--- src/rtl/wb_arb_pkg.sv ---
// Shared types for the Wishbone round-robin arbiter: FSM encoding and the
// supported master count ceiling.
package wb_arb_pkg;

   typedef enum logic {IDLE, BUSY} arb_state_t;

   localparam int MAX_NM = 4;

endpackage

--- src/rtl/wb_rr_arbiter_rr_pick.sv ---
// Combinational round-robin picker: first requester strictly after `last`,
// found by rotating a doubled request vector and priority-encoding it.
module rr_pick #(
   parameter int NM = 2
) (
   input  logic [NM-1:0]         req,
   input  logic [$clog2(NM)-1:0] last,
   output logic [NM-1:0]         onehot,
   output logic [$clog2(NM)-1:0] idx
);

   localparam int IW = $clog2(NM);

   logic [NM-1:0] rot;
   int            off;
   int            pos;

   always_comb begin
      // rot[i] is the request of master (last + 1 + i) mod NM
      rot = NM'({req, req} >> (32'(last) + 32'd1));
      off = 0;
      for (int i = NM - 1; i >= 0; i--) begin
         if (rot[i]) off = i;
      end
      pos = int'(last) + 1 + off;
      if (pos >= NM) pos = pos - NM;
      onehot = '0;
      idx    = '0;
      if (|rot) begin
         onehot = NM'(1) << pos;
         idx    = IW'(pos);
      end
   end

endmodule

--- src/rtl/wb_rr_arbiter.sv ---
// Round-robin Wishbone classic arbiter sharing one slave between NM masters,
// with a registered grant and a per-access watchdog that ends hung beats with err.
module wb_rr_arbiter
   import wb_arb_pkg::*;
#(
   parameter int NM      = 2,
   parameter int AW      = 32,
   parameter int TIMEOUT = 16
) (
   input  logic           clk,
   input  logic           rst,
   input  logic [NM-1:0]  m_cyc,
   input  logic [NM-1:0]  m_stb,
   input  logic [NM-1:0]  m_we,
   input  logic [AW-1:0]  m_adr [NM],
   input  logic [3:0]     m_sel [NM],
   input  logic [31:0]    m_dat_ms [NM],
   output logic [NM-1:0]  m_ack,
   output logic [NM-1:0]  m_err,
   output logic [NM-1:0]  m_rty,
   output logic [31:0]    m_dat_sm,
   output logic           s_cyc,
   output logic           s_stb,
   output logic           s_we,
   output logic [AW-1:0]  s_adr,
   output logic [3:0]     s_sel,
   output logic [31:0]    s_dat_ms,
   input  logic           s_ack,
   input  logic           s_err,
   input  logic           s_rty,
   input  logic [31:0]    s_dat_sm,
   output logic [NM-1:0]  gnt
);

   localparam int IW  = $clog2(NM);
   localparam int WDW = (TIMEOUT > 0) ? $clog2(TIMEOUT + 1) : 1;
   localparam logic [WDW-1:0] WD_LAST = (TIMEOUT > 0) ? WDW'(TIMEOUT - 1) : '0;

   arb_state_t     state, state_nxt;
   logic [NM-1:0]  gnt_nxt;
   logic [IW-1:0]  last, last_nxt;
   logic [WDW-1:0] wdog, wdog_nxt;

   logic [NM-1:0]  pick_oh;
   logic [IW-1:0]  pick_idx;

   logic busy, cur_cyc, raw_stb, term, wd_hit, wd_err;

   rr_pick #(.NM(NM)) u_pick (
      .req    (m_cyc),
      .last   (last),
      .onehot (pick_oh),
      .idx    (pick_idx)
   );

   // While BUSY, `last` always holds the index of the granted master.
   always_comb begin
      busy    = (state == BUSY);
      cur_cyc = busy & m_cyc[last];
      raw_stb = cur_cyc & m_stb[last];
      term    = s_ack | s_err | s_rty;
      // Strobe is pulled on the timeout cycle regardless of ack so that a
      // zero-wait slave cannot form a loop through the watchdog.
      wd_hit  = (TIMEOUT > 0) && raw_stb && (wdog == WD_LAST);
      wd_err  = wd_hit & ~term;
   end

   always_comb begin
      s_cyc    = cur_cyc;
      s_stb    = raw_stb & ~wd_hit;
      s_we     = busy & m_we[last];
      s_adr    = busy ? m_adr[last]    : '0;
      s_sel    = busy ? m_sel[last]    : '0;
      s_dat_ms = busy ? m_dat_ms[last] : '0;
      m_ack    = {NM{cur_cyc & s_ack}} & gnt;
      m_err    = {NM{cur_cyc & (s_err | wd_err)}} & gnt;
      m_rty    = {NM{cur_cyc & s_rty}} & gnt;
      m_dat_sm = busy ? s_dat_sm : '0;
   end

   always_comb begin
      state_nxt = state;
      gnt_nxt   = gnt;
      last_nxt  = last;
      unique case (state)
         IDLE: begin
            if (|m_cyc) begin
               gnt_nxt   = pick_oh;
               last_nxt  = pick_idx;
               state_nxt = BUSY;
            end
         end
         BUSY: begin
            if (!m_cyc[last]) begin
               gnt_nxt   = '0;
               state_nxt = IDLE;
            end
         end
         default: begin
            gnt_nxt   = '0;
            state_nxt = IDLE;
         end
      endcase
   end

   always_comb begin
      wdog_nxt = wdog;
      if (!raw_stb || term || wd_hit) wdog_nxt = '0;
      else if (wdog != '1)            wdog_nxt = wdog + WDW'(1);
   end

   always_ff @(posedge clk) begin
      if (!rst) begin
         state <= IDLE;
         gnt   <= '0;
         last  <= IW'(NM - 1);
         wdog  <= '0;
      end else begin
         state <= state_nxt;
         gnt   <= gnt_nxt;
         last  <= last_nxt;
         wdog  <= wdog_nxt;
      end
   end

endmodule
--- config.mk ---
export PLATFORM = sky130hd
export DESIGN_NAME = wb_rr_arbiter
export DESIGN_NICKNAME = d
export VERILOG_FILES = /design/src/rtl/wb_arb_pkg.sv /design/src/rtl/wb_rr_arbiter_rr_pick.sv /design/src/rtl/wb_rr_arbiter.sv
export SDC_FILE = /design/constraint.sdc
export NUM_CORES = 1
export LEC_CHECK = 0
export BUFFER_PORTS_ARGS = -buffer_cell sky130_fd_sc_hd__buf_2
export CAP_MARGIN = 0
export CORE_AREA = 10 10 105 107
export DETAILED_ROUTE_END_ITERATION = 10
export DIE_AREA = 0 0 115 117
export GPL_ROUTABILITY_DRIVEN = 0
export GPL_TIMING_DRIVEN = 1
export PLACE_DENSITY = 0.73
export SYNTH_ARGS = -nofsm -noshare
export SYNTH_HDL_FRONTEND = slang
export SYNTH_HIERARCHICAL = 1
export SYNTH_SLANG_ARGS = --single-unit
--- constraint.sdc ---
create_clock -name clk -period 2.1 [get_ports clk]
set_clock_uncertainty 0.15 [all_clocks]
set_input_delay 0 -clock clk [delete_from_list [all_inputs] [get_ports clk]]
set_output_delay 0 -clock clk [all_outputs]
set_load 0.05 [all_outputs]
Word-level counts from Yosys, hierarchy flattened
Index checks and enable logic that the tools add are counted.
{ "classes": {"n_addsub": 5, "magnitude_cmp": 3, "n_eq_ne": 4, "shift": 2, "bitwise_logic": 19, "n_mux": 30, "n_reduce_logical": 9} }
{ "op_table": {"columns": ["cell", "n"], "rows": [
  ["$mux 32", 10],
  ["$add 32x2->32", 1],
  ["$ge 32x3->1 const B", 1],
  ["$shl 1x32->2 const A", 1],
  ["$shr 4x32->2", 1],
  ["$sub 32x3->32 const B", 1],
  ["$mux 4", 4],
  ["$mux 1", 11],
  ["$and 1x1->1", 8],
  ["$and 2x2->2", 3],
  ["$mux 2", 3],
  ["$reduce_or 2->1", 3],
  ["$add 5x1->5 const B", 1],
  ["$eq 5x4->1 const B", 1],
  ["$ne 5x5->1 const B", 1],
  ["$add 1x1->2 const B", 2],
  ["$ne 2x2->1 const B", 2],
  ["$not 1->1", 4],
  ["$pmux 2 s2", 1],
  ["$reduce_and 2->1", 2],
  ["$or 1x1->1", 3],
  ["$ge 2x2->1 const B", 1],
  ["$logic_or 1x1->1", 2],
  ["$lt 1x2->1 const B", 1],
  ["4 further kinds", 4]
]} }
{ "word_totals": {"wordCells": 76, "reg_bits": 9} }

Longest topological paths before layout
Gate-level depths: netlist of run 1.
{ "logic_depth": {"ltp_word": 11, "ltp_mapped": 6, "ltp_nobuf": 6} }

Cells and area by module
The synthesis of run 1 kept the hierarchy.
{ "modules_own_cells": {"columns": ["mod", "cells_each", "n_inst", "area_per_inst_um2"], "rows": [
  ["wb_rr_arbiter", 243, 1, 1921.8],
  ["rr_pick", 4, 1, 26.3]
]} }

Worst setup path after synthesis of run 1
OpenSTA, ideal clock, no wires.
{ "synth_path": {"kind": "reg2out", "startpoint": "register state (netlist: busy)", "endpoint": "output port s_adr[27]", "path_buffers": 2, "arrival_time_ps": 1608, "slack_ps": 342, "required_time_ps": 1950, "path_stages_with_launch": 4, "path_cell_list": "dfxtp_1 clkbuf_1 clkbuf_1 nor2b_1"} }
{ "synth_via": {"elab_chain_len": 1} }
{ "synth_lines": {"columns": ["element", "line_no", "rtl"], "rows": [
  ["start, declared", "wb_rr_arbiter.sv:39", "arb_state_t state, state_nxt;"],
  ["start signal, assigned", "wb_rr_arbiter.sv:119", "state <= state_nxt;"],
  ["$mux 32", "wb_rr_arbiter.sv:72", "s_adr = busy ? m_adr[last] : '0;"],
  ["end, declared", "wb_rr_arbiter.sv:25", "output logic [AW-1:0] s_adr,"]
]} }
Every way passes these cells.

Final worst setup path of run 1
{ "layout_path": {"startpoint": "register wdog[0]", "endpoint": "output port m_err[0]"} }
{ "layout_via": {"elab_chain_len": 6} }
{ "layout_lines": {"columns": ["element", "line_no", "rtl"], "rows": [
  ["start, declared", "wb_rr_arbiter.sv:42", "logic [WDW-1:0] wdog, wdog_nxt;"],
  ["start signal, assigned", "wb_rr_arbiter.sv:122", "wdog <= wdog_nxt;"],
  ["$eq 5x4->1", "wb_rr_arbiter.sv:64", "wd_hit = (TIMEOUT > 0) && raw_stb && (wdog == WD_LAST);"],
  ["$logic_and 1x1->1", "wb_rr_arbiter.sv:64", null],
  ["$and 1x1->1", "wb_rr_arbiter.sv:65", "wd_err = wd_hit & ~term;"],
  ["$or 1x1->1", "wb_rr_arbiter.sv:76", "m_err = {NM{cur_cyc & (s_err | wd_err)}} & gnt;"],
  ["$and 1x1->1", "wb_rr_arbiter.sv:76", null],
  ["$and 2x2->2", "wb_rr_arbiter.sv:76", null],
  ["end, declared", "wb_rr_arbiter.sv:19", "output logic [NM-1:0] m_err,"]
]} }
Every way passes these cells.

==> results of run 1 <==
==> routing by layer <==
layer	track usage [%]	wire, um	vias up
met3	6.27	1400	9
met1	11.9	3240	1201
met5	0	0	-
li1	-	-	1391
met2	25.2	5210	169
met4	2.48	103	0
==> registers in the layout (all words and copies together) (netlist names) <==
name	count
wdog	5
gnt	2
busy	1
last	1
==> worst min-delay path, cell delays in order <==
cell,delay (ns)
buf_2,0.09
nor4b_1,0.04
nand4_1,0.18
nor2_1,0.07
==> layout by cell type (no fill, tap or decap), types with 3 or more instances in the layout <==
cell,instances
a21oi_1,3
clkbuf_8,3
and3_1,5
ha_1,3
buf_4,3
and2_1,33
mux2i_1,71
nor2b_1,71
and3b_1,3
nor2_1,7
buf_2,289
dfxtp_1,7
==> Yosys cell counts <==
cell type  number  area share (%)
inv_1           2            0.39
mux2_4          1            0.77
a21oi_1         3            0.77
nand2_1         1            0.19
xor2_1          2            0.90
mux2i_1        71              36
nand4_1         1            0.32
nor4b_1         1            0.45
a221oi_1        2            0.90
nor3b_1         2            0.77
nor2b_1        71              23
a31oi_1         1            0.32
ha_1            3             1.9
buf_2           7             1.8
xnor2_1         1            0.45
a21boi_1        1            0.39
o21ba_2         1            0.51
a21boi_0        2            0.77
nor2_1          7             1.3
buf_6           2             1.2
mux2_2          1            0.58
and3_1          5             1.6
nor3_1          1            0.26
nand4b_1        1            0.45
clkbuf_1       11             2.1
and3b_1         3             1.3
o21a_1          1            0.39
dfxtp_1         9             9.2
and2_1         33              11
==> metrics by stage <==
step	setup slack, ns	total power (uW)	cell area, um^2
floorplan	0.342	1080	1950
global placement	0.465	1420	3480
detailed placement	0.420	1440	3480
CTS	0.164	1650	3540
global route	0.0714	1730	3540
finish	0.175	1640	3540
==> how the worst max path moves through the flow <==
stage / end / depth (start not counted)
after floorplan: s_adr[27] / 3
after global placement: wdog[3] / 6
after detailed placement: wdog[3] / 6
after CTS: m_err[0] / 6
after global routing: m_err[1] / 6
final: m_err[0] / 6
==> power by group <==
part,internal [uW],leakage [uW],switching (uW)
registers,178,0.0000735,8.96
logic,415,0.00227,826
clock network,133,0.0000228,75.7
==> area by class of cell <==
type                            count  area (um^2)
Tap cell                          111          139
Sequential cell                     9          185
Inverter                            2         7.51
Timing Repair Buffer              294         1500
Fill cell                         937         5480
Multi-Input combinational cell    216         1660
Clock buffer                        4         45.0
==> cell families after synthesis <==
kind of cell	Yosys count	synth area share [%]
xor gates and xnor gates	3	1.35
adders and majority gates	3	1.93
muxes	73	37.8
AOI/OAI and AO/OA	11	4.05
DFF	9	9.25
buffers and inverters	22	5.46
and+or+nand+nor	126	40.1
==> flow_summary_export.csv, run 1 <==
group,metric,value,unit
run_status,outcome,"complete, no violations",
yosys,seq_area_frac_synth,9.25,%
die,rows,35,
die,start_util,21.6,%
timing,maxSlewHeadroom,71.6,%
cts,h-tree-depth,1,
setup_path,cp_data_arrival_time,1.78,ns
setup_path,slowest_stage,"dfxtp_1",
setup_path,cp_max_fo,3,
timing,tns,0,ns
setup_path,reg2reg_depth,6,
yosys,synth_cell_types,29,
worst_hold_path,hp-class,"in -> reg",
timing,setup_viol,0,
grt,antenna_found_initial,0,
yosys,synth_area_per_cell,7.89,um^2
die,die-height,117,um
setup_path,critPathCaptureType,"primary output",
cts,clock_latency,0.24,ns
cts,holdBufCountCts,1,
layout,area_growth,81.6,%
routing,detail-route-antenna-nets,0,
setup_path,crit_required,1.95,ns
grt,grt_use_total,12.9,%
cts,cts_max_path_buffers,2,
cts,cts-root-buf,"clkbuf_8",
layout,layout-drive-gt1-share,57.3,%
grt,grt_max_degree,64,
routing,wl_per_cell,15.7,um
cts,cts_setup_buffers,0,
timing,worstMarginPinSlew,0.426,ns
setup_path,crit_family,"adder cells",
setup_path,rrSetupSlack,0.35,ns
routing,drt-total-wl,9960,um
setup_path,path_cells,"ha_1, and3_1, ha_1, a31oi_1, and3b_1, buf_2",
routing,drc,0,
cts,path_clk_slew,0.05,ns
yosys,syn_inst,247,
yosys,yosys_warnings,6,
power_and_ir_drop,powerDensity,463,nW/um^2
routing,vias,2770,
timing,timing.fmax,519,MHz
placed_design,hpwl,8840,um
timing,rsz0062_at_grt,"false",
routing,first_pass_iters,4,
timing,holdWs,0.0348,ns
grt,grt_pass1_wl,14700,um
worst_hold_path,hold_start,"s_err",
setup_path,cp-startpoint,"wdog[0]",
job,drv_cap,0,
layout,fin_nets,708,
die,io_pins,290,
layout,post-route-util,39.2,%
worst_hold_path,hold-path-endpoint,"wdog[4]",
yosys,synth_seq_cells,9,
grt,grt_pass1_vias,3037,
power_and_ir_drop,leakage,0.00237,uW
worst_hold_path,holdPathStages,4,
placed_design,place_inst,631,
setup_path,cpPeakStageDelay,0.33,ns
setup_path,worst_setup_path_start_kind,"flip-flop",
setup_path,worst_r2r_endpoint,"wdog[3]",
layout,n_antenna_cell,0,
die,core_area,9020,um^2
timing,finalMaxSlewViolations,0,
cts,cts_sinks,9,
routing,drtIter0Drc,74,
cts,cts_tree,"yes",
timing,fin_crit,1.93,ns
die,die_area,13500,um^2
cts,cts_buffers,3,
setup_path,worstReg2RegStart,"wdog[0]",
routing,routed_via_density,4.36,
grt,grt-ovfl-total,0,
setup_path,crit_buf_inv,1,
yosys,syn_nets,429,
power_and_ir_drop,ir_drop,0.217,mV
setup_path,timing_worst_setup_path_type,"reg -> out",
setup_path,crit_top_cell,"ha_1",
cts,cts-resized-gates,0,
yosys,synth.cell_area,1950,um^2
placed_design,port_buffers,289,
die,die_w,115,um
timing,hold_viol_final,0,
layout,final_cells,636,
timing,min_period_over_period,91.7,%
Note: power is estimated with default switching activity, not from simulation.
==> run 2: changes to the inputs <==
--- a/config.mk
+++ b/config.mk
@@ -13,6 +13,7 @@
 export GPL_ROUTABILITY_DRIVEN = 0
 export GPL_TIMING_DRIVEN = 1
 export PLACE_DENSITY = 0.73
+export RECOVER_POWER = 25
 export SYNTH_ARGS = -nofsm -noshare
 export SYNTH_HDL_FRONTEND = slang
 export SYNTH_HIERARCHICAL = 1
==> run 2 against run 1 <==
  * Total power is 0.30% lower
  * First-iteration DRC count is 5.4% lower
  * Register-to-register slack hardly changed
  * Non-clock buffer count stayed put
  * Hold slack worse by 0.00065 ns
  * Largest power group unchanged
  * Highest routed layer unchanged
==> flow_summary_export.csv, run 2 (same netlist as run 1, synthesis figures left out) <==
group,metric,value,unit
timing,finalMaxSlewViolations,0,
timing,hold_viol_final,0,
routing,first_pass_iters,4,
timing,worstMarginPinSlew,0.603,ns
layout,largest_register_ffs,5,
layout,fill_cells,940,
power_and_ir_drop,leakage,0.00234,uW
job,drv_cap,0,
setup_path,critPathCaptureType,"primary output",
power_and_ir_drop,ir_drop,0.217,mV
grt,grt_use_total,12.9,%
cts,clock_latency,0.24,ns
timing,setup_viol,0,
layout,final_cells,636,
cts,h-tree-depth,1,
layout,n_antenna_cell,0,
layout,layout-drive-gt1-share,56.8,%
grt,antenna_found_initial,0,
setup_path,worst_setup_path_start_kind,"flip-flop",
grt,use_met1,11.9,%
routing,vias,2770,
cts,cts_tree,"yes",
grt,grt.busiest_layer,"met2",
setup_path,cp_data_arrival_time,1.78,ns
timing,min_period_over_period,91.9,%
cts,cts_buffers,3,
die,core_area,9020,um^2
layout,area_growth,80.9,%
cts,cts_max_path_buffers,2,
routing,drc,0,
layout,layout_commonest_cell,"buf_2",
timing,maxSlewHeadroom,59.9,%
setup_path,cp_max_fo,3,
timing,timing.fmax,518,MHz
die,io_pins,290,
layout,regArea,185,um^2
timing,tns,0,ns
power_and_ir_drop,powerDensity,463,nW/um^2
timing,rsz0062_at_grt,"false",
die,die_area,13500,um^2
cts,cts-root-buf,"clkbuf_8",
grt,grt-ovfl-total,0,
layout,final_cell_mix,"buf_2, mux2i_1, nor2b_1",
worst_hold_path,holdPathStages,4,
cts,cts_sinks,9,
grt,grt.met2_usage,25.2,%
routing,detail-route-antenna-nets,0,
routing,drt-total-wl,9960,um
timing,fin_crit,1.93,ns
power_and_ir_drop,combPwrFrac,75.8,%
power_and_ir_drop,switchingPower,911,uW
routing,drtIter0Drc,70,
placed_design,place_inst,631,
grt,grt_pass1_vias,3037,
power_and_ir_drop,clock_power_share,12.8,%
die,die_w,115,um
grt,grt_pass1_wl,14700,um
routing,wl_per_cell,15.7,um
cts,path_clk_slew,0.05,ns
power_and_ir_drop,p_int,720,uW
grt,grt_max_degree,64,
grt,met3_usage,6.27,%
layout,largest-register,"wdog",
routing,routed_via_density,4.36,
placed_design,hpwl,8840,um
die,start_util,21.6,%
cts,cts-resized-gates,0,
die,rows,35,
setup_path,reg2reg_depth,6,
layout,reg.largest.list,"wdog: 5 flops, gnt: 2 flops",
power_and_ir_drop,switching_share,55.9,%
setup_path,timing_worst_setup_path_type,"reg -> out",
placed_design,port_buffers,289,
setup_path,crit_required,1.95,ns
run_status,outcome,"complete, no violations",
layout,multi_input_area,1660,um^2
layout,fin_nets,708,
power_and_ir_drop,seqPwrFrac,11.4,%
die,die-height,117,um
worst_hold_path,hp-class,"in -> reg",
-- run 2: per-stage QoR --
step | total power [uW] | hold slack, ns | cell area, um^2 | utilization, % | worst slack [ns]
3_3_place_gp | 1420 | 0.0644 | 3480 | 38.6 | 0.465
5_1_grt | 1720 | 0.0983 | 3520 | 39.1 | 0.0714
6_report | 1630 | 0.0341 | 3520 | 39.1 | 0.171
2_1_floorplan | 1080 | -0.0881 | 1950 | - | 0.342
3_5_place_dp | 1440 | 0.0590 | 3480 | 38.6 | 0.420
4_1_cts | 1650 | 0.0389 | 3540 | 39.2 | 0.164
-- run 2: area by class of cell --
cell class	instances	area share [%]
clock buffer	4	1.28
inverter	2	0.213
multi-input combinational	216	47.1
sequential	9	5.25
tap	111	3.94
timing repair buffer	294	42.2
-- run 2: power groups by stage --
stage | Clock (uW) | Combinational [uW] | Sequential [uW]
finish | 209 | 1240 | 186
global route | 219 | 1320 | 187
CTS | 209 | 1250 | 187
detailed placement | 0 | 1250 | 190
global placement | 0 | 1230 | 190
floorplan | 0 | 886 | 192
-- run 2: routing by layer --
layer / vias to the layer above / wire length [um] / part of all wire, %
li1: 1392 / - / -
met1: 1199 / 3210 / 32
met2: 170 / 5230 / 53
met3: 9 / 1420 / 14
met4: 0 / 102 / 1.0
met5: - / 0 / 0
-- run 2: repair_timing --
item / CTS / global route
hold buffers: 1 / 0
buffers inserted: 0 / 0
hold endpoints to repair: 4 / 0
-- run 2: final timing paths --
| check | from | to | slack [ns] |
|---|---|---|---|
| setup / recovery | wdog[0] | m_err[0] | 0.17 |
| hold / removal | s_err | wdog[4] | 0.03 |
| hold reg to reg | wdog[4] | wdog[4] | 0.39 |
| setup reg to reg | wdog[0] | wdog[3] | 0.35 |
-- run 2: critical path, cell delays in order, from the launching register on --
cell and delay [ns]:
dfxtp_1 0.33, ha_1 0.21, and3_1 0.20, ha_1 0.21, a31oi_1 0.18, and3b_1 0.20, buf_2 0.21
==> run 3: changes to the inputs <==
--- a/config.mk
+++ b/config.mk
@@ -14,6 +14,7 @@
 export GPL_TIMING_DRIVEN = 1
 export PLACE_DENSITY = 0.73
 export RECOVER_POWER = 25
+export REMOVE_ABC_BUFFERS = 1
 export SYNTH_ARGS = -nofsm -noshare
 export SYNTH_HDL_FRONTEND = slang
 export SYNTH_HIERARCHICAL = 1
==> constraint.sdc (replaced) <==
create_clock -name clk -period 2.1 [get_ports clk]
set_clock_uncertainty 0.15 [all_clocks]
set_input_delay 0.63 -clock clk [delete_from_list [all_inputs] [get_ports clk]]
set_output_delay 0.63 -clock clk [all_outputs]
set_load 0.05 [all_outputs]
==> run 3 against run 2 <==
  * The flow now finishes with violations (negative setup slack)
  * Maximum frequency fell by 20%
  * Hold slack improved by 0.34 ns
  * Highest routed layer unchanged
  * Core utilization rose by 13 points
  * Worst setup slack got worse by 0.47 ns
  * Routed wire length rose by 28%
  * Sequential power rose by 4%
  * Largest cell class is now buffers
==> flow_summary_export.csv, run 3 (same netlist as run 1, synthesis figures left out) <==
group,metric,value,unit
die,core_area,9020,um^2
cts,cts-root-buf,"clkbuf_8",
timing,fin_crit,2.40,ns
grt,grt-ovfl-total,0,
grt,grt_max_degree,63,
routing,vias,3010,
layout,design_area,4710,um^2
run_status,outcome,"complete, but fails checks",
routing,wl_met3,1250,um
grt,grt_use_total,16.4,%
layout,n_antenna_cell,0,
timing,maxSlewHeadroom,78.9,%
run_status,violations,"negative setup slack",
setup_path,critPathCaptureType,"primary output",
timing,setup_viol,72,
timing,rsz0062_at_grt,"true",
setup_path,timing_worst_setup_path_type,"reg -> out",
routing,drc,0,
cts,cts_sinks,9,
layout,largest-register,"wdog",
job,drv_cap,0,
placed_design,hpwl,9060,um
worst_hold_path,hp-class,"reg -> reg",
setup_path,cpPeakStageDelay,0.33,ns
placed_design,dpl-instance-area,3590,um^2
timing,timing.fmax,416,MHz
timing,finalMaxSlewViolations,0,
routing,first_pass_iters,4,
power_and_ir_drop,ir_drop,0.504,mV
die,die_area,13500,um^2
routing,wl_per_cell,19.1,um
routing,met1Wirelength,4390,um
die,die-height,117,um
layout,multi_input_area,1780,um^2
layout,reg.largest.list,"wdog: 5 flops, gnt: 2 flops",
layout,final_cell_mix,"buf_2, buf_6, nor2b_1",
setup_path,cp_max_fo,3,
layout,area_growth,142,%
layout,fill_cells,815,
timing,worstMarginPinSlew,0.312,ns
die,die_w,115,um
cts,h-tree-depth,1,
routing,detail-route-antenna-nets,0,
setup_path,crit_family,"simple AND/OR/NAND/NOR gates",
power_and_ir_drop,powerDensity,439,nW/um^2
setup_path,crit_required,1.32,ns
timing,hold_viol_final,0,
timing,min_period_over_period,114,%
cts,cts_max_path_buffers,2,
routing,routed_via_density,4.50,
cts,cts_buffers,3,
grt,antenna_found_initial,0,
setup_path,crit_top_cell,"ha_4",
routing,topRoutingLayerUsed,"met4",
layout,layout-drive-gt1-share,63.4,%
setup_path,path_cells,"ha_4, and3_4, ha_4, a31oi_4, and3b_2, buf_8",
cts,clock_latency,0.23,ns
grt,grt_pass1_wl,17800,um
layout,layout_commonest_cell,"buf_2",
die,rows,35,
cts,holdBufCountCts,0,
die,io_pins,290,
timing,holdWs,0.375,ns
setup_path,slowest_stage,"dfxtp_2",
routing,drt-total-wl,12800,um
setup_path,cp_data_arrival_time,1.62,ns
layout,largest_register_ffs,5,
setup_path,worst_setup_path_start_kind,"flip-flop",
routing,drtIter0Drc,138,
layout,fin_nets,741,
placed_design,port_buffers,289,
die,start_util,21.6,%
cts,path_clk_slew,0.04,ns
power_and_ir_drop,p_total,2060,uW
cts,cts_tree,"yes",
grt,grt_pass1_vias,3314,
setup_path,crit_buf_inv,1,
layout,regArea,190,um^2
timing,setup_ws,-0.301,ns
power_and_ir_drop,leakage,0.00271,uW
routing,wl_met2,6980,um
[run 3: power by group]
part | switching (uW) | internal [uW]
combinational | 938 | 730
clock | 69.6 | 132
sequential | 16.5 | 178
total | 1020 | 1040
[run 3: path summary, 6_finish.rpt]
| path | start | to | slack [ns] | cells after the start |
|---|---|---|---|---|
| min reg2reg | wdog[3] | wdog[3] | 0.38 | 2 |
| max reg2reg | wdog[1] | wdog[3] | 0.24 | 8 |
| min | wdog[3] | wdog[3] | 0.38 | 2 |
| max | wdog[1] | m_err[1] | -0.30 | 6 |
[run 3: routing by layer]
layer | global-route usage [%] | vias to the layer above
met2 | 32.3 | 159
li1 | - | 1463
met3 | 6.12 | 12
met4 | 2.48 | 0
met1 | 16.2 | 1376
met5 | 0 | -
[run 3: area by class of cell]
class	instances	share of cell area, %
sequential	9	4.04
multi-input combinational	217	37.7
timing repair buffer	326	54.1
clock buffer	4	0.957
inverter	2	0.159
tap	111	2.95
[run 3: stage by stage]
stage	std cells	worst slack, ns	utilization [%]	TNS [ns]
6_report	669	-0.301	52.2	-10.16
5_1_grt	669	-0.337	52.2	-14.25
4_1_cts	668	-0.265	51.5	-9.07
3_5_place_dp	640	-0.336	39.8	-2.44
3_3_place_gp	640	-0.311	39.8	-2.26
2_1_floorplan	227	-2.79	-	-208.53
[run 3: tightest hold or removal path, cell delays in order (launching register included)]
cell	delay, ns
dfxtp_1	0.34
xor2_1	0.07
nor2_1	0.08
[run 3: what timing repair did]
action / in CTS / in global routing
pin swaps: 3 / 5
setup endpoints to repair: 77 / 105
hold endpoints to repair: 0 / 0
setup buffers: 13 / 10
gates resized for setup: 186 / 43
gates cloned: 11 / 2
